===== src/rtl/d_reg.sv =====
// Edge-triggered D register with load enable and complementary outputs.
// Asynchronous active-low clear forces the stored word to RESET_VALUE.
module d_reg #(
    parameter int unsigned WIDTH = 4,
    parameter logic [WIDTH-1:0] RESET_VALUE = '0
) (
    input  logic             MainClock,
    input  logic             ClearB,
    input  logic [WIDTH-1:0] d,
    input  logic             latch,
    output logic [WIDTH-1:0] q,
    output logic [WIDTH-1:0] q_n
);

    logic [WIDTH-1:0] state;

    // latch is a synchronous enable; the clock itself is never gated
    always_ff @(posedge MainClock or negedge ClearB) begin
        if (!ClearB) begin
            state <= RESET_VALUE;
        end else if (latch) begin
            state <= d;
        end
    end

    assign q   = state;
    assign q_n = ~state;

endmodule


===== config.mk =====
export PLATFORM = sky130hd
export DESIGN_NAME = d_reg
export DESIGN_NICKNAME = d
export VERILOG_FILES = /design/src/rtl/d_reg.sv
export SDC_FILE = /design/constraint.sdc
export NUM_CORES = 1
export LEC_CHECK = 0
export ABC_AREA = 1
export CORE_AREA = 2 2 39 41
export CTS_CLUSTER_SIZE = 28
export DETAILED_ROUTE_END_ITERATION = 7
export DIE_AREA = 0 0 41 43
export PLACE_DENSITY_LB_ADDON = 0.25
export SYNTH_ARGS = -nofsm -noshare
export SYNTH_HDL_FRONTEND = slang
export SYNTH_SLANG_ARGS = --single-unit

===== constraint.sdc =====
create_clock -name MainClock -period 0.8 [get_ports MainClock]
set_input_delay 0.16 -clock MainClock [delete_from_list [all_inputs] [get_ports MainClock]]
set_output_delay 0.16 -clock MainClock [all_outputs]
set_load 0.05 [all_outputs]

Yosys cells after proc, flatten, opt, wreduce, memory -nomap -nowiden
Cells that the tools add are included.
- register bits: 4
- output and inout bits: 8
- word-level logic and storage cells: 2
- bitwise gates (word level): 1
- operator list (operator ; number):
    4-bit NOT ; 1

Longest topological paths before layout
- depth in word-level cells: 1
- mapped depth: 3

Worst setup path after synthesis
OpenSTA, ideal clock, no wires.
- kind: reg-to-output
- from: register state[0] (netlist: q[0])
- to: output port q_n[0]
- arrival time: 0.963 ns
- data required time: 0.640 ns
- path slack: -0.323 ns
- cell stages (with the launch flop): 2
- cell sequence: dfrtp_1 -> inv_1
- longest elaborated chain between the ends: 1
- ends and longest elaborated chain (element ; RTL line ; text):
    from (decl) ; 15 ; logic [WIDTH-1:0] state;
    from (signal assigned) ; 20 ; state <= RESET_VALUE;
    from (signal assigned) ; 22 ; state <= d;
    4-bit NOT ; 27 ; assign q_n = ~state;
    to (decl) ; 12 ; output logic [WIDTH-1:0] q_n
Every way passes these cells.

Final worst setup path
Same ends and word-level chain as after synthesis.

==> results.json <==
{
  "status": "complete, but fails checks",
  "violations": "setup timing",
  "synth.distinct_cells": 4,
  "endpoint": "q_n[0]",
  "hold_class": "in2async",
  "path_depth": 2,
  "maxCapViolations": 0,
  "grt_setup_unrepaired": "yes",
  "wl_per_cell_microns": 8.76,
  "post-route-drc-count": 0,
  "hold_viol_final": 0,
  "ys_seq_area_share_pct": 61.1,
  "coreArea_sq_um": 1380,
  "synthTopCellsByCount": "12 x nand2_1, 4 x dfrtp_1, 4 x inv_1",
  "muxShareOfSynthArea_pct": 0,
  "vias_per_cell": 3.57,
  "synth-simple-area-share_pct": 27.5,
  "maxSlewHeadroom_pct": 86.2,
  "drive_above_1_share_pct": 52.6,
  "holdWs_ns": 0.115,
  "path_cells": "clkinvlp_4, buf_12",
  "cts_tree": "yes",
  "syn_nets": 28,
  "grt_pass1_wl_microns": 662,
  "antenna_found_initial": 0,
  "grt_start_max_net_pins": 6,
  "largest_reg_flops": 4,
  "async_flop_share_pct": 100,
  "fp-row-count": 14,
  "post-route-util_pct": 32.5,
  "routed_wl_microns": 473,
  "power_per_cell_area_nw_per_um2": 1960,
  "setup_viol_count_final": 8,
  "gp_congestion": 0.658,
  "diodes": 0,
  "worstPathMaxFanout": 3,
  "synth_top_family_by_area": "simple AND/OR/NAND/NOR gates",
  "finalCriticalPeriod_ns": 1.08,
  "cp-start-kind": "flop",
  "synth-compound-area-share_pct": 0,
  "clkSinkCount": 4,
  "overflow": 0,
  "io_buffers": 14,
  "syn_to_final_growth_pct": 174,
  "totalPowerFinal_uw": 880,
  "drtAntennaViolNets": 0,
  "clockBufferDepth": 2,
  "drv_slew": 0,
  "post-cts-setup-buffer-count": 0,
  "r2r_slack_ns": 0.11,
  "finalWorstSetupSlack_ns": -0.282,
  "syn_avg_cell_area_sq_um": 7.81,
  "drtIter0Drc": 5,
  "critPathCaptureType": "primary output",
  "cts_buffers": 3,
  "worstMarginPinSlew_ns": 0.207,
  "yosys.area.top_type": "dfrtp_1",
  "die_h_microns": 43,
  "initial_core_util_pct": 11.8,
  "synthXorXnorAreaFrac_pct": 0,
  "num-fill-cells": 148,
  "crit_type": "reg2out",
  "ir_worst_vdd_mv": 0.378,
  "arrival_ns": 0.92,
  "drtPass1Iterations": 4,
  "boundaryPins": 15,
  "crit-reg2reg-launch": "q[2]$_DFFE_PN0P_",
  "yosysMostFrequentCell": "nand2_1",
  "dp_slack_ns": -0.227,
  "synthTopCellsByArea": "dfrtp_1 61%, nand2_1 27%, inv_1 9.2%",
  "clk-insertion-delay-late_ns": 0.24,
  "ys_ff_latch": 4,
  "synth_cells": 21,
  "cp_data_required_time_ns": 0.64,
  "r2r_end": "q[2]$_DFFE_PN0P_",
  "htreeDepth": 1,
  "cp_top_family": "flip-flops",
  "synth_edf_count": 0,
  "worstPathBufferInverterCount": 2,
  "die_w_microns": 41,
  "period_share_pct": 135,
  "synth_area_sq_um": 164,
  "rr_worst_depth": 2,
  "yosys.area.top_type_share_pct": 61.1,
  "grt_usage_pct": 6.56,
  "path_clk_slew_ns": 0.04,
  "grt_pass1_vias": 180,
  "p_leak_nw": 0.205,
  "ys.flop_type": "dfrtp_1",
  "layout.nets": 47,
  "critPathMaxStageDelay_ns": 0.41,
  "vias": 193,
  "finalClockSkew_ns": 0,
  "root_buffer": "clkbuf_4",
  "yosys_warnings": 0,
  "slowest_stage": "dfrtp_2",
  "dieArea_sq_um": 1760,
  "ctsResizeCount": 0,
  "fmax_mhz": 924,
  "synth_fa_ha_area_share_pct": 0,
  "hold_buffers": 0,
  "crit_start": "q[0]$_DFFE_PN0P_"
}
area by class of cell:
type | instances | area, sq um | area share (%)
multi-input combinational | 12 | 45.0 | 10.0
inverter | 5 | 33.8 | 7.52
clock buffer | 3 | 22.5 | 5.01
tap | 16 | 20.0 | 4.46
sequential | 4 | 105 | 23.4
timing repair buffer | 14 | 223 | 49.6
worst min path at each step:
stage,to,depth (start not counted)
after CTS,q[2]$_DFFE_PN0P_,1
after global routing,q[3]$_DFFE_PN0P_,1
after global placement,q[0]$_DFFE_PN0P_,1
after detailed placement,q[0]$_DFFE_PN0P_,1
after floorplan,q[0]$_DFFE_PN0P_,0
final,q[2]$_DFFE_PN0P_,1
power by group:
part	total [mW]	switching [mW]	internal [mW]
Sequential	0.259	0.0340	0.225
Clock	0.265	0.0961	0.169
Combinational	0.357	0.180	0.176
logic make-up after synthesis:
kind of cell  after synthesis
simple gates               12
buf+inv                     5
flops                       4
metrics by stage:
step           instance area [sq um]  std cells  setup TNS [ns]
2_1_floorplan                    184         21          -0.845
5_1_grt                          449         54           -2.07
3_5_place_dp                     424         51          -0.990
3_3_place_gp                     424         51           -1.04
4_1_cts                          447         54           -1.95
6_report                         449         54           -1.91
per-layer routing:
layer	track usage, %	wire, microns	up-vias
li1	-	-	93
met1	4.90	149	84
met2	9.06	267	11
met3	3.14	21	5
met4	10.0	34	0
met5	0	0	-
placed cells by master, fill, tap and decap left out:
| cell | count |
|---|---|
| buf_12 | 8 |
| clkinvlp_4 | 4 |
| dfrtp_2 | 4 |
| clkdlybuf4s50_1 | 5 |
| dlymetal6s2s_1 | 1 |
| nand2_1 | 12 |
| clkbuf_4 | 3 |
| inv_2 | 1 |
(Power assumes the default switching activity.)
